[config.mk]
export PLATFORM = sky130hd
export DESIGN_NAME = register_file
export DESIGN_NICKNAME = d
export VERILOG_FILES = /design/src/rtl/register_file_pkg.sv /design/src/rtl/register_file_register_32_bit.sv /design/src/rtl/register_file.sv
export VERILOG_INCLUDE_DIRS = /design/src /design/src/rtl
export SDC_FILE = /design/constraint.sdc
export NUM_CORES = 2
export LEC_CHECK = 0
export CORE_MARGIN = 3
export CORE_UTILIZATION = 43
export DETAILED_ROUTE_END_ITERATION = 12
export PLACE_DENSITY = 0.69
export SYNTH_ARGS = -nofsm -noshare
export SYNTH_HDL_FRONTEND = slang
export SYNTH_HIERARCHICAL = 1
export SYNTH_SLANG_ARGS = --single-unit
[constraint.sdc]
create_clock -name clk -period 6.5 [get_ports clk]
set_clock_uncertainty 0.2 [all_clocks]
set_input_delay 1.95 -clock clk [delete_from_list [all_inputs] [get_ports clk]]
set_output_delay 1.95 -clock clk [all_outputs]
set_load 0.03 [all_outputs]
[src/rtl/constant_values.vh]
// Shared word-level constants for the MIPS datapath.
`ifndef CONSTANT_VALUES_VH
`define CONSTANT_VALUES_VH

`define WORD_ZERO 32'h0000_0000
`define ZERO_REG  5'd0

`endif

[src/rtl/register_file_pkg.sv]
// Sizing constants shared by the register file and its storage element.
package register_file_pkg;

    localparam int DATA_WIDTH = 32;
    localparam int ADDR_WIDTH = 5;
    localparam int NUM_REGS   = 2 ** ADDR_WIDTH;

    typedef logic [DATA_WIDTH-1:0] word_t;
    typedef logic [ADDR_WIDTH-1:0] reg_addr_t;

endpackage

[src/rtl/register_file_register_32_bit.sv]
// One 32-bit architectural register: synchronous active-high clear, load on ld.
`include "constant_values.vh"

module register_32_bit
    import register_file_pkg::*;
(
    input  logic                  clk,
    input  logic                  rst,
    input  logic                  ld,
    input  logic [DATA_WIDTH-1:0] in,
    output logic [DATA_WIDTH-1:0] out
);

    // NOTE: state is updated with <= so every register samples pre-edge values.
    always_ff @(posedge clk) begin
        if (rst) begin
            out <= `WORD_ZERO;
        end else if (ld == 1'b1) begin
            out <= in;
        end
    end

endmodule

[src/rtl/register_file.sv]
// 32 x 32 MIPS register file: two combinational read ports with WB->ID bypass,
// one synchronous write port, register 0 hardwired to zero.
`include "constant_values.vh"

module register_file
    import register_file_pkg::*;
(
    input  logic                  clk,
    input  logic                  rst,
    input  logic [ADDR_WIDTH-1:0] read_reg_1,
    input  logic [ADDR_WIDTH-1:0] read_reg_2,
    input  logic [ADDR_WIDTH-1:0] write_reg,
    input  logic [DATA_WIDTH-1:0] write_data,
    input  logic                  reg_write,
    output logic [DATA_WIDTH-1:0] read_data_1,
    output logic [DATA_WIDTH-1:0] read_data_2
);

    word_t              reg_q [NUM_REGS];
    logic [NUM_REGS-1:1] ld;
    logic               write_en;

    // An X on reg_write or write_reg makes the compare X, which the if treats
    // as false, so no entry is loaded in simulation.
    always_comb begin
        write_en = 1'b0;
        if (!rst && reg_write == 1'b1 && write_reg != `ZERO_REG) begin
            write_en = 1'b1;
        end
    end

    assign reg_q[0] = `WORD_ZERO;

    // NOTE: the register array is reset explicitly through each element's
    // synchronous clear, so it maps onto flops rather than a RAM macro.
    for (genvar i = 1; i < NUM_REGS; i++) begin : g_regs
        localparam reg_addr_t IDX = ADDR_WIDTH'(i);

        always_comb begin
            ld[i] = 1'b0;
            if (write_en == 1'b1 && write_reg == IDX) begin
                ld[i] = 1'b1;
            end
        end

        register_32_bit u_reg (
            .clk (clk),
            .rst (rst),
            .ld  (ld[i]),
            .in  (write_data),
            .out (reg_q[i])
        );
    end

    function automatic word_t read_port(input reg_addr_t addr);
        word_t data;
        data = `WORD_ZERO;
        if (rst) begin
            data = `WORD_ZERO;
        end else if (addr == `ZERO_REG) begin
            data = `WORD_ZERO;
        end else if (write_en == 1'b1 && addr == write_reg) begin
            data = write_data;
        end else begin
            data = reg_q[addr];
        end
        return data;
    endfunction

    // NOTE: defaults are assigned first in every combinational path so no
    // output can hold a previous value and infer a latch.
    always_comb begin
        read_data_1 = read_port(read_reg_1);
        read_data_2 = read_port(read_reg_2);
    end

endmodule

Word-level counts from Yosys, hierarchy flattened
Cells that the tools add are included.
Word-level totals
  register bits: 992
  RAM bits: 0
  memories kept: 0
  bits in latches: 0
  input port bits: 50
  ROM bits: 0
Operators by class
  magnitude comparators: 2
  mux-type cells: 44
  eq/ne operators: 33
  add/sub/neg operators: 0
  reductions and logical operators: 39
  $mul: 0
  bitwise gates (word level): 2
  shift operators: 0
  divide/modulo/power cells: 0
Operators with widths (number)
  32-bit binary-select mux with 5-bit select: 2
  32-bit two-way mux: 10
  5-bit == test (second input constant): 16
  5-bit by 4-bit == test with 1-bit output (second input constant): 8
  1-bit logical AND: 35
  1-bit two-way mux: 32
  5-bit by 3-bit == test with 1-bit output (second input constant): 4
  6-bit >= comparator (second input constant): 2
  5-bit inverter with 6-bit output: 2
  5-bit by 2-bit == test with 1-bit output (second input constant): 2
  5-bit == test: 2
  5-bit zero test: 2
  5-bit by 1-bit == test with 1-bit output (second input constant): 1
  5-bit nonzero test: 1
  1-bit zero test: 1

Logic depth before layout (Yosys ltp)
  depth in word-level cells: 8
  depth in mapped cells: 10

Modules after synthesis
Netlist, hierarchy kept.
Modules (own cells, without submodules)
  register_32_bit: area an instance 1163.6 sq um, instances 31, cells each 103, sequential area each 640.6 sq um
  register_file: area an instance 16833.6 sq um, instances 1, cells each 1506, sequential area each 0.0 sq um

Worst setup path after synthesis
Ideal clock, no wire load.
  path kind: input port to output port
  from: input read_reg_1[0]
  to: output read_data_1[20]
  data arrival time: 3.928 ns
  path slack: 0.422 ns
  cell stages on the path: 10
  required time: 4.350 ns
  buffers on the path: 6
  cells stage by stage: buf_6 -> buf_12 -> buf_6 -> buf_6 -> buf_4 -> buf_2 -> a22oi_1 -> o211ai_1 -> nand4_1 -> o21ai_0
Between the ends
  longest elaborated chain between the ends: 7
  elaborated cells between the ends (all ways): 10
RTL lines
  from (decl): RTL line register_file.sv:10  | input logic [ADDR_WIDTH-1:0] read_reg_1,
  5-bit inverter with 6-bit output (not written as such): RTL line register_file.sv:65  | data = reg_q[addr];
  32-bit binary-select mux with 5-bit select: RTL line register_file.sv:65
  32-bit two-way mux (not written as such) (2 in a row): RTL line register_file.sv:65
  32-bit two-way mux: RTL line register_file.sv:62  | end else if (write_en == 1'b1 && addr == write_reg) begin
  32-bit two-way mux *: RTL line register_file.sv:60  | end else if (addr == `ZERO_REG) begin
  32-bit two-way mux *: RTL line register_file.sv:58  | if (rst) begin
  to (decl): RTL line register_file.sv:15  | output logic [DATA_WIDTH-1:0] read_data_1,
Mark *: on every way between the ends. The rest lies on a longest branch, timed or not. The select of a mux whose other input is x is not followed.

Worst setup path after layout
  from: input read_reg_1[4]
  to: output read_data_1[4]
The elaborated chain is that of the path after synthesis.

==> key figures <==
Run status
  • Run status: finished, violations left
  • Violated checks: negative setup slack

Worst setup path
  • Crit path launch type: input pin
  • Cell family with most CP delay: buffers and inverters
  • Worst reg2reg endpoint: g_regs[12].u_reg/out[31]
  • Arr. time, crit path: about 4.4 ns
  • Logic depth of the worst setup path including buffers: 10
  • Crit path buffers/inverters: 5
  • CP peak stage delay: approximately 0.6 ns
  • Worst r2r src: g_regs[12].u_reg/out[31]
  • CP Data Required Time: between 4 and 5 ns
  • Critical-path top delay cell: o211ai_1
  • Nature of the critical path endpoint: primary output
  • Reg2reg setup slack: between 5 and 6 ns
  • Critical Setup Path Class: input pin to primary output
  • FF-to-FF path depth: 2
  • Worst-path cell chain: buf_2, buf_12, or2_2, nor2_1, buf_4, nand2_1, o221ai_1, buf_4, o211ai_1, buf_12
  • Crit path max fanout: 24

Logic synthesis
  • Simple-gate area share of the yosys netlist: slightly below 10%
  • Number of flops mapped to enable cells by yosys: 0
  • Syn avg cell area: between 10 and 15 µm²
  • Largest family of logic cells by synthesized area: multiplexers
  • Area share of fa/ha/maj cells after synthesis: 0%
  • Ys async rst share: 0%
  • Post-synthesis mux area share: between 30% and 40%
  • Most common flop cell mapped by yosys: dfxtp_1
  • Synthesis warning total: 6
  • Seq/Total Area, Yosys: between 30 and 40%
  • Synth Area in Compound Gates: under 10%
  • Synth Register Bits: roughly 1,000
  • Post-Synth XOR/XNOR Area: less than 1%
  • Post-Syn Nets: roughly 4,700
  • Synth Instances: around 4,700
  • Cell variety after synth: just under 60
  • Area of the mapped netlist: 52,900 µm²

Final layout
  • Max FFs per register: between 900 and 1,000
  • Most frequent cells in the layout: nor2_1, mux2i_1, dfxtp_1, mux4_2, buf_4
  • Reg with most FFs: g_regs.u_reg/out
  • Largest registers: g_regs.u_reg/out x992
  • Fillers: ~11,000
  • Layout cell share with drive strength beyond 1: approximately 26%
  • Cell Count, Final, Fillers Out: around 6,700
  • P&R area growth vs syn: 16.8%
  • Most common cell after layout, fill and taps aside: nor2_1
  • Nets@finish: ~5,000

Min path
  • Hold Crit Start: g_regs[12].u_reg/out[2]
  • Worst Hold Depth: 2
  • HP Class: register to register
  • Worst Hold End: g_regs[12].u_reg/out[2]

STA
  • Final Hold Viols: 0
  • Max-slew headroom: 23.3%
  • Final period utilization: 101%
  • Final setup fails: 1
  • Fin crit period: 6.54 ns
  • Unrepaired setup endpoints after global routing: yes
  • Maximum achievable frequency: 153 MHz
  • Worst-Margin Slew: around 1.1 ns
  • Final WS setup: -0.0427 ns
  • Final Max Slew Viols: 0
  • Min Hold Slack: 0.315 ns

Floorplanning
  • Chip height: 357 µm
  • Initial Util: 43.4%
  • Ports: between 100 and 150
  • FP Rows: 128
  • Die width: 357 µm
  • Area of the core: 122,000 µm²
  • Full die area: 127,000 µm²

Drt
  • WL final: a little over 200 mm
  • Number of remaining DRC errors: 0
  • Routed len/inst: 30.7 µm
  • Via count: roughly 44,000
  • Final ANT Viol Nets: 0
  • First DRT Iteration DRCs: around 7,700
  • Detailed-route vias per instance: 6.57
  • TritonRoute pass-1 iters: 6

Clock tree
  • CTS tree: yes
  • Reg clk slew, reported paths: about 0.06 ns
  • Num CTS Buffers: around 110
  • # clock sinks: 992
  • CTS H-tree depth: 3
  • Worst skew pair latency: around 0.7 ns
  • Clk buf depth: 3
  • CTS root buf: clkbuf_16

Global routing
  • Met3 global-route usage: about 11%
  • Tot GR Track Use: a little under a third
  • Met2 global-route usage: between 40 and 50%
  • Largest net degree at the start of global routing: between 150 and 200
  • First-pass GRT wire length: 289 mm
  • Antenna violations before repair: 18
  • GRT overflow: 0
  • Vias in the first global route: slightly above 40,000
  • Top Usage Layer GRT: met2
  • Met1 Use GR: about two fifths

Placed design
  • Port-buffer cells: ~110
  • DP Cell Count: approximately 6,400
  • HPWL reported at the end of detailed placement: 128 mm
  • Final Wtd Congestion: roughly 0.95
  • Pre-CTS WS: -0.634 ns

Run
  • Max Cap Viol: 0

Power and ir drop
  • Power Total: between 10 and 15 mW
  • Leakage: roughly 21 nW
  • PD cells: about 230 nW/µm²
  • Peak VDD IR: approximately 0.22 mV
layer usage:
metal / up-vias / part of all wire (%) / routed length (µm)
li1: 17900 / - / -
met1: 21700 / 38 / 78000
met2: 3546 / 41 / 84100
met3: 692 / 16 / 31800
met4: 10 / 5.1 / 10400
met5: - / 0.034 / 69
worst register-to-register path, cell delays in order (launching register included):
cell	delay, ns
dfxtp_1	0.33
mux2i_1	0.21
nor2_1	0.09
Yosys cell counts (48+ instances only):
cell      count  share of area, %
dfxtp_1     992                38
buf_2        58              0.55
mux2i_1    1035                20
clkbuf_1    169               1.2
buf_6        48               1.0
a221oi_1     89               1.5
mux4_2      409                17
nor2_1     1116               7.9
buf_12       94               3.6
buf_4        49              0.70
o21ai_0      71              0.67
mux2_2       96               2.0
where the power goes:
part	leakage (nW)	internal (mW)	total, mW	switching (mW)
sequential	7.99	6.10	6.12	0.0196
clock	1.86	3.89	6.57	2.68
combinational	11.2	0.518	1.44	0.919
worst max-delay path by stage:
stage | start | to | slack, ns
after floorplan | read_reg_1[0] | read_data_1[20] | 0.42
after global placement | read_reg_2[0] | read_data_2[1] | -0.91
after detailed placement | read_reg_2[0] | read_data_2[3] | -0.63
after CTS | write_reg[1] | read_data_2[31] | -0.05
after global routing | read_reg_1[1] | read_data_1[12] | -0.02
final | read_reg_1[4] | read_data_1[4] | -0.04
kinds of logic (layout without fill, tap and decap cells):
kind of cell	after synthesis	after routing
flops	992	992
other cells	0	11
buf+inv	436	771
xor+xnor	10	10
simple gates	1295	1295
compound gates	416	416
mux	1550	1550
area by class of cell:
class	count	area (µm²)	area share, %
multi-input combinational	3271	29800	48.2
sequential	992	19900	32.1
timing repair buffer	565	6270	10.1
clock buffer	142	2970	4.80
tap	1625	2030	3.29
clock inverter	56	800	1.29
inverter	8	30.0	0.0486
antenna	11	27.5	0.0445
through the flow:
step	TNS [ns]	utilization (%)	instance area [µm²]
after floorplan	0	-	52900
final	-0.0427	50.6	61800
after detailed placement	-5.34	47.1	57500
after global placement	-5.25	47.1	57500
after global routing	-0.0170	50.6	61800
after CTS	-0.0944	50.3	61400
timing repair:
| action | 4_1_cts | 5_1_grt |
|---|---|---|
| resized for setup | 30 | 45 |
| gates cloned | 1 | 4 |
| buffers inserted | 0 | 8 |
| hold buffers | 0 | 0 |
| endpoints found under the setup margin | 46 | 45 |
| pin swaps | 3 | 8 |
| hold endpoints to repair | 0 | 0 |
Note: power is estimated with default switching activity, not from simulation.
